--- src/rtl/timer_cmp_irq_pkg.sv ---
// Shared types and constants for the compare-match timer interrupt block:
// FSM state encoding, register addresses and CTRL bit positions.
package timer_cmp_irq_pkg;

    typedef enum logic [1:0] {
        ST_IDLE  = 2'd0,
        ST_ARMED = 2'd1,
        ST_FIRED = 2'd2
    } state_t;

    localparam logic [1:0] ADDR_CTRL   = 2'd0;
    localparam logic [1:0] ADDR_CMP    = 2'd1;
    localparam logic [1:0] ADDR_PERIOD = 2'd2;
    localparam logic [1:0] ADDR_STATUS = 2'd3;

    localparam int CTRL_EN  = 0;
    localparam int CTRL_PER = 1;
    localparam int CTRL_IE  = 2;

endpackage

--- src/rtl/timer_cmp_irq_tick.sv ---
// Tick detector: flags every cycle in which the upstream timer value
// differs from the value it held on the previous clock.
module tick_detect #(
    parameter int TW = 16
) (
    input  logic          clk,
    input  logic          rst,
    input  logic [TW-1:0] tval,
    output logic          tick
);

    logic [TW-1:0] tval_q;
    logic [TW-1:0] tval_d;

    always_comb begin
        tval_d = tval;
    end

    always_ff @(posedge clk or posedge rst) begin
        if (rst) begin
            tval_q <= '0;
        end else begin
            tval_q <= tval_d;
        end
    end

    assign tick = (tval != tval_q);

endmodule

--- src/rtl/timer_cmp_irq.sv ---
// Compare-match timer with one-shot/periodic modes and a level interrupt.
// Optional saturating overrun counter in STATUS when TIMER_OVERRUN_CNT_EN is defined.
module timer_cmp_irq
    import timer_cmp_irq_pkg::*;
#(
    parameter int TW  = 16,
    parameter int OVW = 8
) (
    input  logic          clk,
    input  logic          rst,
    input  logic [TW-1:0] tval,
    input  logic          wr_en,
    input  logic [1:0]    addr,
    input  logic [TW-1:0] wr_data,
    output logic [TW-1:0] rd_data,
    output logic          irq,
    input  logic          irq_ack
);

    logic          tick;
    logic          match;
    logic [2:0]    ctrl_q,   ctrl_d;
    logic [TW-1:0] cmp_q,    cmp_d;
    logic [TW-1:0] period_q, period_d;
    logic [TW-1:0] target_q, target_d;
    state_t        state_q,  state_d;
    logic          irq_q,    irq_d;
    logic [TW-1:0] status;

    tick_detect #(.TW(TW)) u_tick (
        .clk  (clk),
        .rst  (rst),
        .tval (tval),
        .tick (tick)
    );

    assign match = tick && (tval == target_q) && (state_q != ST_IDLE);

    // Match effects are computed from the current registers first; a register
    // write in the same cycle is layered on top and wins on the fields it owns.
    always_comb begin
        ctrl_d   = ctrl_q;
        cmp_d    = cmp_q;
        period_d = period_q;
        target_d = target_q;
        state_d  = state_q;

        if (match) begin
            state_d = ST_FIRED;
            if (ctrl_q[CTRL_PER]) begin
                target_d = target_q + period_q;
            end else begin
                ctrl_d[CTRL_EN] = 1'b0;
            end
        end else if (irq_ack && (state_q == ST_FIRED)) begin
            state_d = ctrl_q[CTRL_EN] ? ST_ARMED : ST_IDLE;
        end

        if (wr_en) begin
            case (addr)
                ADDR_CTRL: begin
                    ctrl_d = wr_data[2:0];
                    if (!wr_data[CTRL_EN]) begin
                        state_d  = ST_IDLE;
                        target_d = '0;
                    end else if (!ctrl_q[CTRL_EN]) begin
                        target_d = cmp_q;
                        if (state_d == ST_IDLE) begin
                            state_d = ST_ARMED;
                        end
                    end
                end
                ADDR_CMP:    cmp_d    = wr_data;
                ADDR_PERIOD: period_d = wr_data;
                default: ;
            endcase
        end

        irq_d = (state_d == ST_FIRED) && ctrl_d[CTRL_IE];
    end

    always_ff @(posedge clk or posedge rst) begin
        if (rst) begin
            ctrl_q   <= '0;
            cmp_q    <= '0;
            period_q <= '0;
            target_q <= '0;
            state_q  <= ST_IDLE;
            irq_q    <= 1'b0;
        end else begin
            ctrl_q   <= ctrl_d;
            cmp_q    <= cmp_d;
            period_q <= period_d;
            target_q <= target_d;
            state_q  <= state_d;
            irq_q    <= irq_d;
        end
    end

`ifdef TIMER_OVERRUN_CNT_EN
    logic [OVW-1:0] ovr_q, ovr_d;

    always_comb begin
        ovr_d = ovr_q;
        if (match && (state_q == ST_FIRED) && (ovr_q != '1)) begin
            ovr_d = ovr_q + OVW'(1);
        end
        if (wr_en && (addr == ADDR_STATUS)) begin
            ovr_d = '0;
        end
    end

    always_ff @(posedge clk or posedge rst) begin
        if (rst) begin
            ovr_q <= '0;
        end else begin
            ovr_q <= ovr_d;
        end
    end

    assign status = {{(TW-2){1'b0}}, state_q} | (TW'(ovr_q) << 2);
`else
    assign status = {{(TW-2){1'b0}}, state_q};
`endif

    always_comb begin
        rd_data = '0;
        case (addr)
            ADDR_CTRL:   rd_data = {{(TW-3){1'b0}}, ctrl_q};
            ADDR_CMP:    rd_data = cmp_q;
            ADDR_PERIOD: rd_data = period_q;
            default:     rd_data = status;
        endcase
    end

    assign irq = irq_q;

endmodule

--- config.mk ---
export PLATFORM = sky130hd
export DESIGN_NAME = timer_cmp_irq
export DESIGN_NICKNAME = d
export VERILOG_FILES = /design/src/rtl/timer_cmp_irq_pkg.sv /design/src/rtl/timer_cmp_irq_tick.sv /design/src/rtl/timer_cmp_irq.sv
export SDC_FILE = /design/constraint.sdc
export NUM_CORES = 1
export LEC_CHECK = 0
export CORE_UTILIZATION = 50
export CTS_BUF_LIST = sky130_fd_sc_hd__clkbuf_16
export DETAILED_ROUTE_END_ITERATION = 12
export GPL_TIMING_DRIVEN = 0
export PLACE_DENSITY = 0.77
export SKIP_LAST_GASP = 1
export SYNTH_ARGS = -nofsm -noshare
export SYNTH_HDL_FRONTEND = slang
export SYNTH_HIERARCHICAL = 1
export SYNTH_SLANG_ARGS = --single-unit
--- constraint.sdc ---
create_clock -name clk -period 2.7 [get_ports clk]
set_input_delay 0.675 -clock clk [delete_from_list [all_inputs] [get_ports clk]]
set_output_delay 0.675 -clock clk [all_outputs]
set_load 0.02 [all_outputs]
==> run metrics <==
status finished, violations left; failing checks setup timing; via/cell ratio 6.01; via count 3255; gr usage total 0.266; largest area contributor in the netlist dfrtp_1; WP data arrival 3.07 ns; reg2reg setup slack -0.15 ns; Crit Path Max Fanout 4; pin count of the biggest net entering global routing 42; ant diodes 0; Worst path depth 9; power per cell area 820 mW/mm^2; layout cell share with drive strength beyond 1 0.260; TritonCTS buffer count 9; Worst-Margin Slew 0.707 ns; max_slew headroom 0.527; HP Class in2reg; clock-pin slew on the worst setup and hold paths 0.06 ns; antenna viol nets, final 0; Reg-to-Reg Start target_q[4]$_DFF_PP0_; CTS sink count 70; Cell Area, Synth 0.00391 mm^2; Detail Placement HPWL 7.20 mm; Peak VDD IR 0.000448 V; Setup Total Neg Slack -0.150 ns; worst setup path end target_q[15]$_DFF_PP0_; number of global-route vias before repair 3270; Finish-stage setup viols 1; CTS tree built; LEAKAGE 0.00228 uW; most frequent CP cell a21o_1; hold_sp tval[7]; Final Skew 0.00607 ns; delay-heaviest family, CP compound AO/OA/AOI/OAI gates; worst-skew pair later-pin latency 0.33 ns; final net count 492; WP buf/inv 0; Post-synth EDFFs 0; Crit Path Category reg2reg; synthesized net count 415; top_reg_cell synth dfrtp_1; GRT overflow 0; crit path launch type flip-flop; fin. max-slew vios 0; DIE AREA 0.00818 mm^2; count of cell types in the netlist 48; total power 4180 uW; register area share after synthesis 0.448; Starting Density 0.528; PortBufs 53; synthesized flop and latch total 70; crit path from target_q[4]$_DFF_PP0_; Row Count 31; unrepaired setup endpoints after global routing true; Hold Vio Cnt, Final 0; Crit Reg-Reg Endpoint target_q[15]$_DFF_PP0_; final worst slack -0.150 ns; post-synth top area share 0.448; Yosys warnings 6; Horiz. Die Dim 90.5 um; Tmin final 2.85 ns; Die Ht 90.5 um; Max Root-Sink Buffers 2; fmax 351 MHz; Crit path largest cell delay 0.46 ns; Slowest cell on crit path dfrtp_1; routability cong. 0.944; worst path cell trace ha_4, a21o_1, a21o_1, o31a_1, a221oi_2, a21oi_1, xnor2_1, or3_1, a311oi_2; max-capacitance violation count 0; Post-synth ARST share 1.00; CP Capture Type flip-flop; initial drt markers 312; H-tree Lvls 3; hold_ws 0.510 ns; I/O pin count 55; # DRC 0; final period utilization 1.06; Critical Path RT 2.92 ns; Synth Area per Inst 10.8 um^2; Root Buffer clkbuf_16; core area 0.00741 mm^2; DR WL/cell 19.5 um; cell count after synthesis 361; drt first pass iters 4; Worst R2R Path Depth 9; final wirelength 10.6 mm; initial antenna violation count 0; Setup WS pre-CTS -1.10 ns; first-pass GRT wire length 16.7 mm; largest cells by area after synthesis dfrtp_1 (45%), mux2_2 (9.2%), xor2_1 (6.9%); Syn-to-layout area delta 30.3%
layer usage:
| metal | up-vias | routed length, um | GRT usage |
|---|---|---|---|
| li1 | 1483 | - | - |
| met5 | - | 0 | 0 |
| met2 | 137 | 5050 | 0.420 |
| met4 | 0 | 297 | 0.112 |
| met1 | 1606 | 4390 | 0.355 |
| met3 | 29 | 850 | 0.0572 |
cells by family after synthesis:
kind of cell | Yosys count | synth area share
AO/OA/AOI/OAI | 92 | 0.160
AND/OR/NAND/NOR | 75 | 0.0921
adder cells (fa/ha/maj) | 16 | 0.0531
buffers and inverters | 23 | 0.0243
XOR/XNOR | 43 | 0.0963
multiplexers | 42 | 0.127
flip-flops | 70 | 0.448
Yosys cell counts, types with 3 or more instances:
cell      instances
or3_1             3
inv_1             8
nand3_1           7
nor3_1            6
mux2i_1           6
clkbuf_1         11
a21o_1            5
o21a_1            3
a22o_1           17
a21oi_1          21
xnor2_1          12
o22ai_1           7
o21ai_0          18
xor2_1           31
nor4_1            6
dfrtp_1          70
nor2_1           13
nand2_1          27
ha_1             15
a211oi_1          6
mux2_2           32
power breakdown:
group,total [uW],internal (uW),switching (uW)
Combinational,1570,777,795
Sequential,1490,1240,243
Clock,1120,699,423
worst min-delay path by stage:
| stage | slack (ns) | to | depth (start not counted) |
|---|---|---|---|
| after CTS | 0.53 | ctrl_q[2]$_DFF_PP0_ | 2 |
| after detailed placement | 0.51 | ctrl_q[2]$_DFF_PP0_ | 2 |
| after floorplan | 0.46 | ctrl_q[2]$_DFF_PP0_ | 2 |
| after global routing | 0.52 | u_tick/tval_q[12]$_DFF_PP0_ | 1 |
| final | 0.51 | u_tick/tval_q[7]$_DFF_PP0_ | 1 |
| after global placement | 0.51 | cmp_q[9]$_DFFE_PP0P_ | 1 |
cells in the final DEF (no fill, tap or decap), types with 3 or more instances in the layout:
cell type	instances
xor2_1	31
buf_4	12
clkinv_1	3
clkdlybuf4s50_1	19
inv_1	8
nand3_1	7
clkdlybuf4s15_2	3
nor3_1	5
clkinv_2	3
a22o_1	17
mux2i_1	4
xnor2_1	12
a21oi_1	19
nor2_1	12
clkbuf_1	7
nor4_2	4
a21o_1	5
dlygate4sd2_1	15
o21a_1	3
o22ai_1	6
mux2_2	32
dfrtp_1	69
clkbuf_2	14
o21ai_0	16
clkbuf_16	10
a211oi_1	5
nand2_1	27
or3_1	3
ha_1	11
metrics by stage:
stage                     instance area, um^2  utilization  std cells
after floorplan                          3910            -        361
after global placement                   4570        0.616        513
after detailed placement                 4590        0.619        514
after CTS                                4990        0.673        537
after global routing                     5100        0.688        542
final                                    5100        0.688        542
what timing repair did:
item	4_1_cts	5_1_grt
buffers inserted	7	5
gates resized for setup	67	54
gates cloned	0	1
setup endpoints to repair	52	25
pin swaps	7	18
hold buffers	0	0
state kept, by name (all words and copies together) (netlist names):
| register | count |
|---|---|
| period_q | 16 |
| u_tick/tval_q | 16 |
| cmp_q | 16 |
| ctrl_q | 3 |
| state_q | 2 |
| target_q | 16 |
| irq | 1 |
worst register-to-register path: stages, from the launching register on:
cell and delay, ns:
dfrtp_1 0.46, ha_4 0.26, a21o_1 0.22, a21o_1 0.20, o31a_1 0.32, a221oi_2 0.32, a21oi_1 0.15, xnor2_1 0.17
or3_1 0.37, a311oi_2 0.27
cell type report:
cell class              count  area, um^2
clock buffers               9         225
plain buffers              13        92.6
well taps                  99         124
inverters                   9        33.8
multi-input cells         268        2240
fillers                   553        2310
repair buffers             67         576
flip-flops and latches     70        1750
clock inverters             7        56.3
(Power assumes the default switching activity.)
